### src/rtl/sprite_ram_arbiter.sv
// sprite_ram_arbiter: shares one sync-read sprite RAM between round-robin pixel fetchers and a capped-priority loader
module sprite_ram_arbiter #(
    parameter int NUM_REQ   = 4,
    parameter int ADDR_W    = 19,
    parameter int DATA_W    = 24,
    parameter int MEM_DEPTH = 2500,
    parameter int WR_BURST  = 4
) (
    input  logic                      Clk,
    input  logic                      Reset_n,
    input  logic [NUM_REQ-1:0]        req,
    input  logic [NUM_REQ*ADDR_W-1:0] req_addr,
    output logic [NUM_REQ-1:0]        gnt,
    output logic [NUM_REQ-1:0]        rd_valid,
    output logic [DATA_W-1:0]         rd_data,
    output logic                      rd_err,
    input  logic                      wr_req,
    input  logic [ADDR_W-1:0]         wr_addr,
    input  logic [DATA_W-1:0]         wr_data,
    output logic                      wr_ack,
    output logic                      ram_we,
    output logic [ADDR_W-1:0]         ram_write_address,
    output logic [ADDR_W-1:0]         ram_read_address,
    output logic [DATA_W-1:0]         ram_data_In,
    input  logic [DATA_W-1:0]         ram_data_Out
);
    localparam int IW = $clog2(NUM_REQ);
    localparam int SW = $clog2(WR_BURST + 1);
    logic [IW-1:0]      ptr, pick, tag_idx;
    logic [SW-1:0]      streak;
    logic [NUM_REQ-1:0] elig;
    logic [ADDR_W-1:0]  pick_addr;
    logic               pick_ok, sel_wr, sel_rd, tag_vld, tag_err;
    // last cycle's grantee still shows req while it reacts, so it sits out one cycle
    assign elig = req & ~gnt;
    always_comb begin
        pick = '0;
        pick_ok = 1'b0;
        for (int k = NUM_REQ - 1; k >= 0; k--)
            if (elig[(int'(ptr) + k) % NUM_REQ]) begin
                pick_ok = 1'b1;
                pick = IW'((int'(ptr) + k) % NUM_REQ);
            end
    end
    assign pick_addr = req_addr[int'(pick) * ADDR_W +: ADDR_W];
    assign sel_wr = wr_req && (streak < SW'(WR_BURST) || !(|req));
    assign sel_rd = !sel_wr && pick_ok;
    assign rd_data = (|rd_valid && !rd_err) ? ram_data_Out : '0;
    always_ff @(posedge Clk or negedge Reset_n) begin
        if (!Reset_n) begin
            gnt <= '0;
            rd_valid <= '0;
            rd_err <= 1'b0;
            wr_ack <= 1'b0;
            ram_we <= 1'b0;
            ram_write_address <= '0;
            ram_read_address <= '0;
            ram_data_In <= '0;
            ptr <= '0;
            streak <= '0;
            tag_vld <= 1'b0;
            tag_idx <= '0;
            tag_err <= 1'b0;
        end else begin
            gnt <= sel_rd ? NUM_REQ'(1) << pick : '0;
            wr_ack <= sel_wr;
            ram_we <= sel_wr && wr_addr < ADDR_W'(MEM_DEPTH);
            // tag rides one stage behind the issue so it lines up with the RAM's read latency
            tag_vld <= sel_rd;
            tag_idx <= pick;
            tag_err <= pick_addr >= ADDR_W'(MEM_DEPTH);
            rd_valid <= tag_vld ? NUM_REQ'(1) << tag_idx : '0;
            rd_err <= tag_vld && tag_err;
            if (sel_wr) begin
                ram_write_address <= wr_addr;
                ram_data_In <= wr_data;
                streak <= !(|req) ? '0 : (streak == SW'(WR_BURST) ? streak : streak + 1'b1);
            end
            if (sel_rd) begin
                ram_read_address <= pick_addr;
                ptr <= pick == IW'(NUM_REQ - 1) ? '0 : pick + 1'b1;
                streak <= '0;
            end
        end
    end
endmodule

### config.mk
export PLATFORM = sky130hd
export DESIGN_NAME = sprite_ram_arbiter
export DESIGN_NICKNAME = d
export VERILOG_FILES = /design/src/rtl/sprite_ram_arbiter.sv
export SDC_FILE = /design/constraint.sdc
export NUM_CORES = 1
export LEC_CHECK = 0
export ABC_AREA = 1
export CAP_MARGIN = 25
export CELL_PAD_IN_SITES_DETAIL_PLACEMENT = 1
export CELL_PAD_IN_SITES_GLOBAL_PLACEMENT = 1
export CORE_ASPECT_RATIO = 0.6
export CORE_MARGIN = 10
export CORE_UTILIZATION = 26
export CTS_CLUSTER_DIAMETER = 200
export DETAILED_ROUTE_END_ITERATION = 10
export PLACE_DENSITY_LB_ADDON = 0.1
export SLEW_MARGIN = 25
export SYNTH_ARGS = -nofsm -noshare
export SYNTH_HDL_FRONTEND = slang
export SYNTH_SLANG_ARGS = --single-unit
### constraint.sdc
create_clock -name Clk -period 2.5 [get_ports Clk]
set_clock_uncertainty 0.15 [all_clocks]
set_input_delay 0.5 -clock Clk [delete_from_list [all_inputs] [get_ports Clk]]
set_output_delay 0.5 -clock Clk [all_outputs]
set_load 0.02 [all_outputs]
=== Word level (Yosys, flattened, before mapping) ===
Index checks and enable logic that the tools add are counted.

* $add $sub $neg: 5
* Multipliers: 1
* Magnitude comparators: 7
* Equality and inequality tests: 3
* Shift operators: 3
* Mux-type cells: 27
* Bitwise logic cells: 5
* Reduce and logical (&&, ||, !) cells: 16

{| class="wikitable"
|+ Operator list
! operator !! number
|-
| indexed part select 76 x 8 -> 19 bit || 1
|-
| 2-to-1 mux 24 bit || 1
|-
| greater-or-equal comparator 19 x 12 -> 1 bit, second input constant || 1
|-
| < comparator 19 x 12 -> 1 bit, second input constant || 1
|-
| < comparator 3 x 4 -> 1 bit, second input constant || 3
|-
| 2-to-1 mux 3 bit || 4
|-
| 2-to-1 mux 1 bit || 11
|-
| 2-to-1 mux 2 bit || 5
|-
| binary-select mux 1 bit (select 2 bit) || 4
|-
| 2-to-1 mux 4 bit || 2
|-
| OR reduction 4 bit || 2
|-
| left shift 1 x 2 -> 4 bit, first input constant || 2
|-
| multiplier 2 x 5 -> 7 bit, second input constant || 1
|-
| OR reduction 2 bit || 3
|-
| logical AND 1 bit || 5
|-
| adder 2 x 1 -> 2 bit, second input constant || 2
|-
| adder 2 bit, second input constant || 2
|-
| AND 4 bit || 1
|-
| NOT 4 bit || 1
|-
| adder 3 x 1 -> 3 bit, second input constant || 1
|-
| AND 1 bit, first input constant || 3
|-
| == test 3 bit, second input constant || 1
|-
| zero test 1 bit || 3
|-
| < comparator 2 x 3 -> 1 bit, second input constant || 1
|-
| other kinds (6) || 6
|}

* Register bits: 82
* Input bits: 150
* Output and inout bits: 97
* Logic and storage cells: 80

=== Depth between registers and ports, before layout ===
* Depth in word-level cells: 13
* Gate-level depth with buffers: 20
* Mapped depth without buffers: 18

=== Worst setup path before layout ===
No wires, ideal clock.

* Path type: register to output
* Start point: reg rd_valid[1]
* End point: out rd_data[10]
* Arrival time: 1.637 ns
* Data required time: 1.850 ns
* Setup slack: 0.213 ns
* Cell stages (with the launch flop): 4
* Path buffers: 1
* Cells stage by stage: dfrtp_1 o41ai_1 clkbuf_1 nor2_1

* Longest elaborated chain between the ends: 3

{| class="wikitable"
|+ Ends and longest elaborated chain
! item !! line !! source
|-
| start, declared || 14 || <nowiki>output logic [NUM_REQ-1:0] rd_valid,</nowiki>
|-
| start signal, assigned || 72 || <nowiki>rd_valid <= tag_vld ? NUM_REQ'(1) << tag_idx : '0;</nowiki>
|-
| OR reduction 4 bit || 48 || <nowiki>assign rd_data = (|rd_valid && !rd_err) ? ram_data_Out : '0;</nowiki>
|-
| logical AND 1 bit || 48 ||
|-
| 2-to-1 mux 24 bit || 48 ||
|-
| end, declared || 15 || <nowiki>output logic [DATA_W-1:0] rd_data,</nowiki>
|}

No other way between the ends.

=== Worst setup path in the final report ===
* Start point: reg ptr[0]
* End point: reg tag_err

* Longest elaborated chain between the ends: 11
* Elaborated cells on any way between the ends: 21
* Those cells by class: add/sub: 3; mul: 1; order compare: 1; shift: 1; mux: 15

{| class="wikitable"
|+ Ends and longest elaborated chain
! item !! line !! source
|-
| start, declared || 29 || <nowiki>logic [IW-1:0] ptr, pick, tag_idx;</nowiki>
|-
| start signal, assigned || 81 || <nowiki>ptr <= pick == IW'(NUM_REQ - 1) ? '0 : pick + 1'b1;</nowiki>
|-
| adder 2 bit || 40, 42 ||
|-
| binary-select mux 1 bit (select 2 bit) || 40 || <nowiki>if (elig[(int'(ptr) + k) % NUM_REQ]) begin</nowiki>
|-
| 2-to-1 mux 1 bit (implied by the code) (2 in a row) || 40 ||
|-
| 2-to-1 mux 2 bit (3 in a row) || 40 ||
|-
| 2-to-1 mux 2 bit * || 40 ||
|-
| multiplier 2 x 5 -> 7 bit * || 45 || <nowiki>assign pick_addr = req_addr[int'(pick) * ADDR_W +: ADDR_W];</nowiki>
|-
| indexed part select 76 x 8 -> 19 bit * || 45 ||
|-
| greater-or-equal comparator 19 x 12 -> 1 bit * || 71 || <nowiki>tag_err <= pick_addr >= ADDR_W'(MEM_DEPTH);</nowiki>
|-
| end signal, assigned || 71 ||
|-
| end, declared || 33 || <nowiki>logic pick_ok, sel_wr, sel_rd, tag_vld, tag_err;</nowiki>
|}

Mark *: on every way between the ends. The rest lies on a longest branch, timed or not. The select of a mux whose other input is x is not followed.
A chain may end at the register's enable or synchronous reset.

==> summary.txt <==
Place
  – Placed Cells: 1078
  – I/O Buffers: 246
  – Post-DP HPWL: 15400 um
  – Gpl congestion: 0.814

Run status
  – Status: complete, but fails checks
  – Failing checks: hold timing

Finish
  – Post-Layout Cell Count: 1100
  – Area grow syn2layout: 78.2%
  – Layout cells sized above 1: 12.3%
  – Diodes inserted: 0
  – Fin nets: 1023

Yosys
  – Seq/Total Area, Yosys: 46.9%
  – Synth Area in Adders: 1.72%
  – Mux contribution to synthesized area: 0%
  – Ys flop type: dfrtp_1
  – Synthesized flop and latch total: 82
  – Ranking of synthesized cells by area: dfrtp_1 47%, nand2_1 18%, inv_1 6.7%, nor2_1 4.7%, nand3_1 4.5%
  – Post-synth top area cell: dfrtp_1
  – Synthesized area per cell: 7.40 um^2
  – Largest family of logic cells by synthesized area: simple AND/OR/NAND/NOR gates
  – Synth Area in Compound Gates: 7.84%
  – Post-Syn Nets: 747
  – Count leader, synth: nand2_1
  – Async SR Flop Fraction: 100%
  – XOR/XNOR Fraction of Synth Area: 0%
  – Synth Cell Area: 4370 um^2
  – Synth Instances: 591
  – Yosys warns: 0
  – Synth Area in Simple Gates: 32.4%
  – Yosys cell types: 30
  – Synth top cells by count: 213 x nand2_1, 82 x dfrtp_1, 78 x inv_1
  – Yosys top cell area share: 46.9%
  – Post-synth EDFFs: 0

Power and ir drop
  – Sw frac: 45.5%
  – P_leak: 3.86 nW
  – Combinational share of power: 67.3%
  – Sequential power share: 19.7%
  – P_int: 5.40 mW
  – Clock network power share: 13.0%
  – Total net switching power: 4.51 mW
  – Maximum vdd drop: 0.000492 V
  – Design Power: 9.91 mW
  – Pwr per Cell Area: 1270 nW/um^2

Route
  – WL final: 18900 um
  – Drc violations: 0
  – Pre-antenna DRT Iters: 4
  – Vias per cell: 4.34
  – DR iter-0 viols: 177
  – Wire per inst: 17.2 um
  – Via total after detailed routing: 4771
  – DRT antenna net count: 0

Floorplan
  – Initial core utilization: 26.7%
  – Core area: 16400 um^2
  – Die ar.: 22600 um^2
  – Rows: 36
  – # IOs: 247
  – Die height: 120 um
  – Width of the chip: 187 um

Worst setup path
  – CP Max Fanout: 10
  – Setup CP Type: flip-flop to flip-flop
  – Worst Path Required: 2570 ps
  – Critical Path Start Type: flip-flop
  – Worst EP arrival: 2480 ps
  – Critical Path Sink Type: flip-flop

Clocking
  – Clock Latency Late Sink: 340 ps
  – CTS Sinks: 82
  – Maximum clock insertion buffer count: 2
  – Hold buffers post-CTS: 0
  – CTS Buf Count: 9
  – CTS tree: yes
  – Htree depth: 3
  – Clock-pin slew on the worst setup and hold paths: 70 ps
  – Root Driver: clkbuf_16

Global routing
  – Global route total overflow: 0
  – M2 GR Usage: 26.2%
  – Met3 usage: 5.57%
  – First-pass GRT wire length: 29600 um
  – Largest net degree at the start of global routing: 46
  – Met1 GRT Util: 20.9%
  – Gr busiest metal: met2
  – Tot GR Track Use: 16.3%
  – Vias in the first global route: 5240
  – Initial antenna violation count: 0

Flow run
  – Max cap viols: 0

STA
  – Final hold violation count: 5
  – Final hold slack: -3.48 ps
  – Worst-Margin Slew: 561 ps
  – Final setup vio count: 0
  – Final Slew Violations: 0
  – Relative slew slack: 62.6%
  – Post-route clock period utilization: 96.1%
  – Fmax: 416 MHz
  – Fin crit period: 2400 ps
  – RSZ-0062 raised after global routing: yes

Worst hold path
  – Hold WC Path Type: primary input to async pin
[routing by layer]
layer / routed length (um) / share of wire (%) / vias to the layer above
met5: 0 / 0 / -
met4: 142 / 0.75 / 0
met3: 1260 / 6.7 / 8
met2: 8570 / 45 / 139
met1: 8940 / 47 / 2251
li1: - / - / 2373
[power groups by stage]
stage	clock network (mW)	logic (mW)	registers, mW
finish	1.29	6.66	1.96
global route	1.39	7.40	2.00
CTS	1.34	6.33	1.95
detailed placement	0	6.35	1.96
global placement	0	6.18	1.95
floorplan	0	3.16	2.27
[path summary, 6_finish.rpt]
kind,startpoint,end,slack (ps),cells after the start
worst min register to register,tag_idx[1],rd_valid[0],320,1
min in group Clk,tag_idx[1],rd_valid[0],320,1
worst min-delay path,Reset_n,gnt[1],-3,1
worst max register to register,ptr[0],tag_err,100,16
max in group asynchronous,Reset_n,ram_write_address[6],1540,2
worst max-delay path,ptr[0],tag_err,100,16
[stage by stage]
| step | setup slack [ps] | utilization [%] | instance area, um^2 | setup TNS [ps] |
|---|---|---|---|---|
| after global routing | -92.5 | 47.7 | 7790 | -107 |
| after CTS | 0.728 | 46.7 | 7630 | 0 |
| after detailed placement | -382 | 45.0 | 7360 | -7240 |
| final | 96.4 | 47.7 | 7790 | 0 |
| after global placement | -311 | 45.0 | 7360 | -4950 |
| after floorplan | 213 | - | 4370 | 0 |
[area by class of cell]
class / count / area [um^2]
clock buffers: 10 / 239
clock inverters: 6 / 47.5
multi-input cells: 395 / 1900
well taps: 228 / 285
flip-flops and latches: 82 / 2050
repair buffers: 295 / 2940
fillers: 1978 / 8560
inverters: 84 / 330
[critical path, stage by stage (launching register included)]
cell and delay (ps):
dfrtp_2 460, buf_4 150, nand3_1 100, nand2_1 130, nand2_2 80, nand3_2 90
nand2_1 60, nand2_2 140, nand2_8 100, buf_12 160, or2_0 200, o211ai_1 110
nand2_1 80, nor2_1 80, nand2_1 60, nor2_1 90, nand2_1 60
[cells in the final DEF, fill, tap and decap left out, types with 3 or more instances in the layout]
cell,count
a31oi_1,13
buf_12,7
buf_4,38
buf_6,4
clkbuf_16,10
clkdlybuf4s15_1,9
clkdlybuf4s50_1,217
clkinv_4,3
dfrtp_1,80
dlygate4sd2_1,15
dlymetal6s2s_1,4
ha_1,6
inv_1,78
inv_6,3
nand2_1,205
nand2_2,14
nand3_1,35
nand3_2,10
nand3b_1,5
nand4_1,4
nor2_1,55
nor3_1,5
o211ai_1,3
o211ai_2,6
o21ai_0,21
o21ai_1,3
[flip-flops by register name, indices dropped and copies added (netlist names)]
signal,flops
ram_write_address,19
gnt,4
ram_we,1
ptr,2
wr_ack,1
tag_vld,1
rd_err,1
ram_read_address,19
streak,3
rd_valid,4
ram_data_In,24
tag_err,1
tag_idx,2
[kinds of logic (layout without fill, tap and decap cells)]
kind of cell,Yosys count,count (layout)
DFF,82,82
and+or+nand+nor,338,338
adders and majority gates,6,6
buffers and inverters,114,395
AOI/OAI and AO/OA,51,51
[timing repair]
action / CTS / global route
resized for setup: 28 / 37
hold endpoints to repair: 0 / 0
buffers inserted: 0 / 5
pin swaps: 0 / 4
endpoints found under the setup margin: 26 / 34
cloned: 0 / 1
Power figures use the tool's default switching activity.
